**src/rtl/lsu_ctrl_pkg.sv**
```systemverilog
// Shared load/store definitions: RV32I funct3 codes, exception causes and LSU FSM states.
package lsu_ctrl_pkg;

  localparam logic [2:0] F3_LB  = 3'b000;
  localparam logic [2:0] F3_LH  = 3'b001;
  localparam logic [2:0] F3_LW  = 3'b010;
  localparam logic [2:0] F3_LBU = 3'b100;
  localparam logic [2:0] F3_LHU = 3'b101;
  localparam logic [2:0] F3_SB  = 3'b000;
  localparam logic [2:0] F3_SH  = 3'b001;
  localparam logic [2:0] F3_SW  = 3'b010;

  localparam logic [3:0] CAUSE_NONE        = 4'd0;
  localparam logic [3:0] CAUSE_ILLEGAL     = 4'd2;
  localparam logic [3:0] CAUSE_LD_MISALIGN = 4'd4;
  localparam logic [3:0] CAUSE_ST_MISALIGN = 4'd6;

  typedef enum logic [1:0] {
    ST_IDLE   = 2'd0,
    ST_ACCESS = 2'd1,
    ST_RESP   = 2'd2,
    ST_EXC    = 2'd3
  } lsu_state_e;

endpackage

```
**src/rtl/lsu_align_chk.sv**
```systemverilog
// Combinational funct3 legality and natural-alignment check for one load/store request.
module lsu_align_chk
  import lsu_ctrl_pkg::*;
(
  input  logic       we,
  input  logic [2:0] funct3,
  input  logic [1:0] addr,
  output logic       legal,
  output logic       misaligned,
  output logic [3:0] cause
);

  always_comb begin
    legal = 1'b0;
    if (we) begin
      case (funct3)
        F3_SB, F3_SH, F3_SW: legal = 1'b1;
        default:             legal = 1'b0;
      endcase
    end else begin
      case (funct3)
        F3_LB, F3_LH, F3_LW, F3_LBU, F3_LHU: legal = 1'b1;
        default:                            legal = 1'b0;
      endcase
    end

    // funct3[1:0] encodes the access size for every legal code
    case (funct3[1:0])
      2'b01:   misaligned = addr[0];
      2'b10:   misaligned = |addr;
      default: misaligned = 1'b0;
    endcase

    if (!legal)          cause = CAUSE_ILLEGAL;
    else if (misaligned) cause = we ? CAUSE_ST_MISALIGN : CAUSE_LD_MISALIGN;
    else                 cause = CAUSE_NONE;
  end

endmodule

```
**src/rtl/lsu_ctrl.sv**
```systemverilog
// Load/store control stage: accepts one request, drives data_mem for one cycle, then returns
// a load/store response or a one-cycle exception; keeps wrapping debug counters.
module lsu_ctrl
  import lsu_ctrl_pkg::*;
#(
  parameter int unsigned DATA_WIDTH = 32,
  parameter int unsigned ADDR_WIDTH = 32,
  parameter int unsigned CNT_WIDTH  = 16
) (
  input  logic                  clk,
  input  logic                  reset,
  input  logic                  req_valid,
  output logic                  req_ready,
  input  logic                  req_we,
  input  logic [2:0]            req_funct3,
  input  logic [ADDR_WIDTH-1:0] req_addr,
  input  logic [DATA_WIDTH-1:0] req_wdata,
  input  logic [4:0]            req_rd,
  input  logic                  flush,
  output logic                  mem_wr_en,
  output logic [2:0]            mem_funct3,
  output logic [ADDR_WIDTH-1:0] mem_addr,
  output logic [DATA_WIDTH-1:0] mem_wdata,
  input  logic [DATA_WIDTH-1:0] mem_rdata,
  output logic                  rsp_valid,
  input  logic                  rsp_ready,
  output logic                  rsp_is_load,
  output logic [4:0]            rsp_rd,
  output logic [DATA_WIDTH-1:0] rsp_rdata,
  output logic                  exc_valid,
  output logic [3:0]            exc_cause,
  output logic [ADDR_WIDTH-1:0] exc_addr,
  output logic [CNT_WIDTH-1:0]  ld_cnt,
  output logic [CNT_WIDTH-1:0]  st_cnt,
  output logic [CNT_WIDTH-1:0]  exc_cnt
);

  lsu_state_e            state_q;
  logic                  req_we_q;
  logic [2:0]            funct3_q;
  logic [ADDR_WIDTH-1:0] addr_q;
  logic [DATA_WIDTH-1:0] wdata_q;
  logic [4:0]            rd_q;
  logic                  rsp_is_load_q;
  logic [4:0]            rsp_rd_q;
  logic [DATA_WIDTH-1:0] rsp_rdata_q;
  logic [3:0]            exc_cause_q;
  logic [ADDR_WIDTH-1:0] exc_addr_q;
  logic [CNT_WIDTH-1:0]  ld_cnt_q, st_cnt_q, exc_cnt_q;

  logic       chk_legal, chk_misaligned;
  logic [3:0] chk_cause;
  logic       accept, req_ok;

  lsu_align_chk u_align_chk (
    .we         (req_we),
    .funct3     (req_funct3),
    .addr       (req_addr[1:0]),
    .legal      (chk_legal),
    .misaligned (chk_misaligned),
    .cause      (chk_cause)
  );

  assign req_ready = (state_q == ST_IDLE) && !reset;
  assign accept    = req_valid && req_ready && !flush;
  assign req_ok    = chk_legal && !chk_misaligned;

  // Reset gates the write strobe combinationally so a store caught mid-ACCESS is dropped
  assign mem_wr_en  = (state_q == ST_ACCESS) && req_we_q && !reset;
  assign mem_funct3 = (state_q == ST_ACCESS) ? funct3_q : F3_LW;
  assign mem_addr   = addr_q;
  assign mem_wdata  = wdata_q;

  assign rsp_valid   = (state_q == ST_RESP);
  assign rsp_is_load = rsp_is_load_q;
  assign rsp_rd      = rsp_rd_q;
  assign rsp_rdata   = rsp_rdata_q;
  assign exc_valid   = (state_q == ST_EXC);
  assign exc_cause   = exc_cause_q;
  assign exc_addr    = exc_addr_q;
  assign ld_cnt      = ld_cnt_q;
  assign st_cnt      = st_cnt_q;
  assign exc_cnt     = exc_cnt_q;

  always_ff @(posedge clk) begin
    if (reset) begin
      state_q       <= ST_IDLE;
      req_we_q      <= 1'b0;
      funct3_q      <= F3_LW;
      addr_q        <= '0;
      wdata_q       <= '0;
      rd_q          <= '0;
      rsp_is_load_q <= 1'b0;
      rsp_rd_q      <= '0;
      rsp_rdata_q   <= '0;
      exc_cause_q   <= '0;
      exc_addr_q    <= '0;
      ld_cnt_q      <= '0;
      st_cnt_q      <= '0;
      exc_cnt_q     <= '0;
    end else begin
      case (state_q)
        ST_IDLE: begin
          if (accept) begin
            if (req_ok) begin
              req_we_q <= req_we;
              funct3_q <= req_funct3;
              addr_q   <= req_addr;
              wdata_q  <= req_wdata;
              rd_q     <= req_rd;
              state_q  <= ST_ACCESS;
            end else begin
              exc_cause_q <= chk_cause;
              exc_addr_q  <= req_addr;
              state_q     <= ST_EXC;
            end
          end
        end
        ST_ACCESS: begin
          rsp_is_load_q <= !req_we_q;
          rsp_rd_q      <= rd_q;
          rsp_rdata_q   <= req_we_q ? '0 : mem_rdata;
          state_q       <= flush ? ST_IDLE : ST_RESP;
        end
        ST_RESP: begin
          // A handshake wins over a simultaneous flush: the response counts as delivered
          if (rsp_ready) begin
            if (rsp_is_load_q) ld_cnt_q <= ld_cnt_q + CNT_WIDTH'(1);
            else               st_cnt_q <= st_cnt_q + CNT_WIDTH'(1);
            state_q <= ST_IDLE;
          end else if (flush) begin
            state_q <= ST_IDLE;
          end
        end
        ST_EXC: begin
          exc_cnt_q <= exc_cnt_q + CNT_WIDTH'(1);
          state_q   <= ST_IDLE;
        end
        default: state_q <= ST_IDLE;
      endcase
    end
  end

endmodule

```
**config.mk**
```make
export PLATFORM = sky130hd
export DESIGN_NAME = lsu_ctrl
export DESIGN_NICKNAME = d
export VERILOG_FILES = /design/src/rtl/lsu_ctrl_pkg.sv /design/src/rtl/lsu_align_chk.sv /design/src/rtl/lsu_ctrl.sv
export SDC_FILE = /design/constraint.sdc
export NUM_CORES = 1
export LEC_CHECK = 0
export CORE_MARGIN = 3
export CORE_UTILIZATION = 46
export CTS_BUF_LIST = sky130_fd_sc_hd__clkbuf_4
export DETAILED_ROUTE_END_ITERATION = 7
export GPL_TIMING_DRIVEN = 0
export PLACE_DENSITY = 0.83
export SYNTH_ARGS = -nofsm -noshare
export SYNTH_HDL_FRONTEND = slang
export SYNTH_SLANG_ARGS = --single-unit
```
**constraint.sdc**
```tcl
create_clock -name clk -period 2.8 [get_ports clk]
set_clock_uncertainty 0.1 [all_clocks]
set_input_delay 0.56 -clock clk [delete_from_list [all_inputs] [get_ports clk]]
set_output_delay 0.56 -clock clk [all_outputs]
set_load 0.01 [all_outputs]
```
==> run_results.csv, run 1 <==
group,metric,value,unit
place,portBuffers,299,
global_routing,grt_most_used_layer,"met2",
synthesis,synth-edff-count,0,
clocking,postCtsSetupRepairBufs,0,
sta,period_needed,2683,ps
synthesis,yosysUniqueCellTypes,45,
sta,timing.fmax,372.8,MHz
drt,avgViaCountPerCell,5.037,
setup_path,critPathMaxFanout,10,
place,place_area,11280,um2
synthesis,yosys_register_bits,195,
sta,slew_headroom,60.81,%
power,power_density,419.8,nW/um2
setup_path,reg2regPathDepth,6,
synthesis,synth_top_flop_cell,"dfxtp_1",
setup_path,start_kind,"input pin",
setup_path,cp.arrival,2020,ps
sta,period_share,95.81,%
synthesis,synthCells,834,
setup_path,required,2140,ps
setup_path,path_buf_inv,4,
synthesis,post-synth-top-area-fraction,48.75,%
sta,holdWs,359.1,ps
global_routing,grt_pass1_wl,34980,um
clocking,cts_tree,"built",
global_routing,grt_pass1_vias,6965,
setup_path,critical_path_depth,5,
global_routing,grt_util_all_layers,23.28,%
setup_path,crit_path_cell_trace,"clkbuf_2 -> clkbuf_2 -> clkbuf_2 -> nor3_2 -> clkdlybuf4s50_1",
place,place_inst,1354,
sta,rsz0062_at_grt,"false",
sta,maxSlewViolCount,0,
synthesis,avgSynthCellArea,9.602,um2
setup_path,cp-startpoint,"reset",
setup_path,cpMostUsedCell,"clkbuf_2",
place,preCtsSetupSlack,-422.3,ps
drt,drtPass1Iterations,4,
floorplanning,start_util,47.61,%
setup_path,r2r_setup_slack,750,ps
clocking,clk_latency,540,ps
place,place.gp.congestion,0.8052,
drt,wl_per_cell,16.37,um
finish,fin_util,68.79,%
drt,routed_wl,22700,um
clocking,clockBufferDepth,2,
finish,ff_latch_area,3906,um2
sta,hold_viol_final,0,
sta,finalSetupViolCount,0,
floorplanning,die_w,137.9,um
finish,final_nets,1268,
floorplanning,num_io_pins,303,
finish,fillers,1383,
synthesis,synth.area.top_cells,"dfxtp_1, mux2i_1, nand2b_1",
global_routing,antenna_found_initial,1,
drt,drt_iter0_drc,233,
clocking,numClockSinks,195,
finish,layout_commonest_cell,"clkdlybuf4s50_1",
synthesis,synth_area,8008,um2
setup_path,worstSetupPathType,"input pin to primary output",
min_path,hold_path.class,"flip-flop to flip-flop",
outcome,run_status,"completed",
floorplanning,die_area,19030,um2
global_routing,grtUsageMet3,9.833,%
drt,vias,6987,
setup_path,max_stage_delay,570,ps
synthesis,synth_top_cell_by_area,"dfxtp_1",
setup_path,path_delay_family,"buffers and inverters",
finish,final_cells,1387,
min_path,holdPathStages,2,
min_path,hold_path_startpoint,"rsp_rdata[6]",
setup_path,cpMaxStageDelayCell,"clkdlybuf4s50_1",
finish,multiInputGateArea,3735,um2
synthesis,synthArstFlopShare,0,%
run,cap_violations,0,
sta,fin_ws,117.4,ps
place,hpwl,17260,um
global_routing,grt-ovfl-total,0,
finish,area_delta_synth_final,44.48,%
setup_path,end_kind,"primary output",
clocking,root_buffer,"clkbuf_4",
floorplanning,core,16820,um2
global_routing,grt.met2_usage,39.94,%
setup_path,timing.rr.start,"state_q[1]",
power,vdd_drop_max,0.2880,mV
power,p_leak,4.665,nW
global_routing,met1_usage,26.71,%
sta,tightestPinTransition,587.8,ps
drt,remaining_drc_errors,0,
floorplanning,dieHeight,137.9,um
synthesis,seq_area_frac_synth,48.75,%
synthesis,ys_warn_count,0,
finish,layout-drive-gt1-share,7.904,%
finish,final_area,11570,um2
finish,most-common-layout-cells,"clkdlybuf4s50_1, dfxtp_1, nand2b_1, mux2i_1, nand2_1",
clocking,cts_buffers,17,
clocking,clk_pin_slew,140,ps
clocking,htreeDepth,4,
clocking,holdBufCountCts,0,
drt,ant_nets,0,
floorplanning,std_cell_rows,47,
global_routing,grt_max_degree,17,
-- layout make-up --
class | count | share of cell area (%)
Tap cell | 220 | 2.379
Antenna cell | 3 | 0.06489
Clock buffer | 18 | 1.168
Buffer | 51 | 2.239
Clock inverter | 13 | 0.9733
Inverter | 40 | 1.298
Multi-Input combinational cell | 548 | 32.28
Sequential cell | 195 | 33.76
Timing Repair Buffer | 299 | 25.84
-- worst register-to-register path: cells and delay by family (launching register included) --
family          cells  cell delay (ps)
flops               1              380
simple gates        2              320
compound gates      1              130
buf+inv             3             1070
-- cell usage after synthesis (all sizes together), types with 3 or more instances --
cell	instances
a211oi	4
xor2	12
buf	19
and4	4
nand2b	67
o21ai	19
nand4	15
mux2i	66
nand2	63
a21oi	61
nor2b	43
nor2	31
xnor2	11
nor4	3
or3	15
nand3	18
ha	6
mux2	39
or4	9
inv	40
nand3b	32
and2	3
dfxtp	195
o31ai	6
nor3	6
clkbuf	33
and3	4
-- layer usage --
layer,vias up,share of wire [%]
met2,241,48
met4,0,1.5
met5,-,0
li1,3462,-
met3,18,10
met1,3266,40
-- state kept, by name, indices dropped and copies added, names as in the netlist, 5 cells and up --
register	cells
exc_addr	32
exc_cnt	16
ld_cnt	16
mem_addr	32
mem_wdata	32
rd_q	5
rsp_rd	5
rsp_rdata	32
st_cnt	16
-- final timing paths --
check,to
max,req_ready
min reg2reg,rsp_rdata[6]
max reg2reg,rsp_rdata[8]
min,rsp_rdata[6]
-- where the power goes --
group / total, mW / internal (mW) / switching (mW)
combinational: 0.595 / 0.350 / 0.245
clock: 1.37 / 0.443 / 0.932
sequential: 2.89 / 2.85 / 0.0401
-- what timing repair did --
| item | CTS | global route |
|---|---|---|
| setup endpoints to repair | 6 | 5 |
| resized for setup | 17 | 9 |
| endpoints found under the hold margin | 0 | 0 |
-- metrics by stage --
step,TNS (ps),power (mW)
after global routing,0,5.059
after detailed placement,-14850,3.540
final,0,4.857
after floorplan,0,3.178
after global placement,-11230,3.531
after CTS,0,4.914
-- cells by family (layout without fill, tap and decap cells) --
family / after synthesis / after routing / share of synthesized area [%]
xor gates and xnor gates: 23 / 23 / 2.516
AOI/OAI and AO/OA: 95 / 95 / 6.516
other: 1 / 5 / 0.04683
muxes: 105 / 105 / 13.73
adders and majority gates: 6 / 6 / 0.9375
DFF: 195 / 195 / 48.75
and+or+nand+nor: 317 / 317 / 22.69
buffers and inverters: 92 / 421 / 4.813
Note: power is estimated with default switching activity, not from simulation.
==> inputs of run 2 (changes only) <==
- HOLD_SLACK_MARGIN: not set -> 0.03
==> results of run 2 <==
Final layout, timing and power as in run 1 (identical DEF).
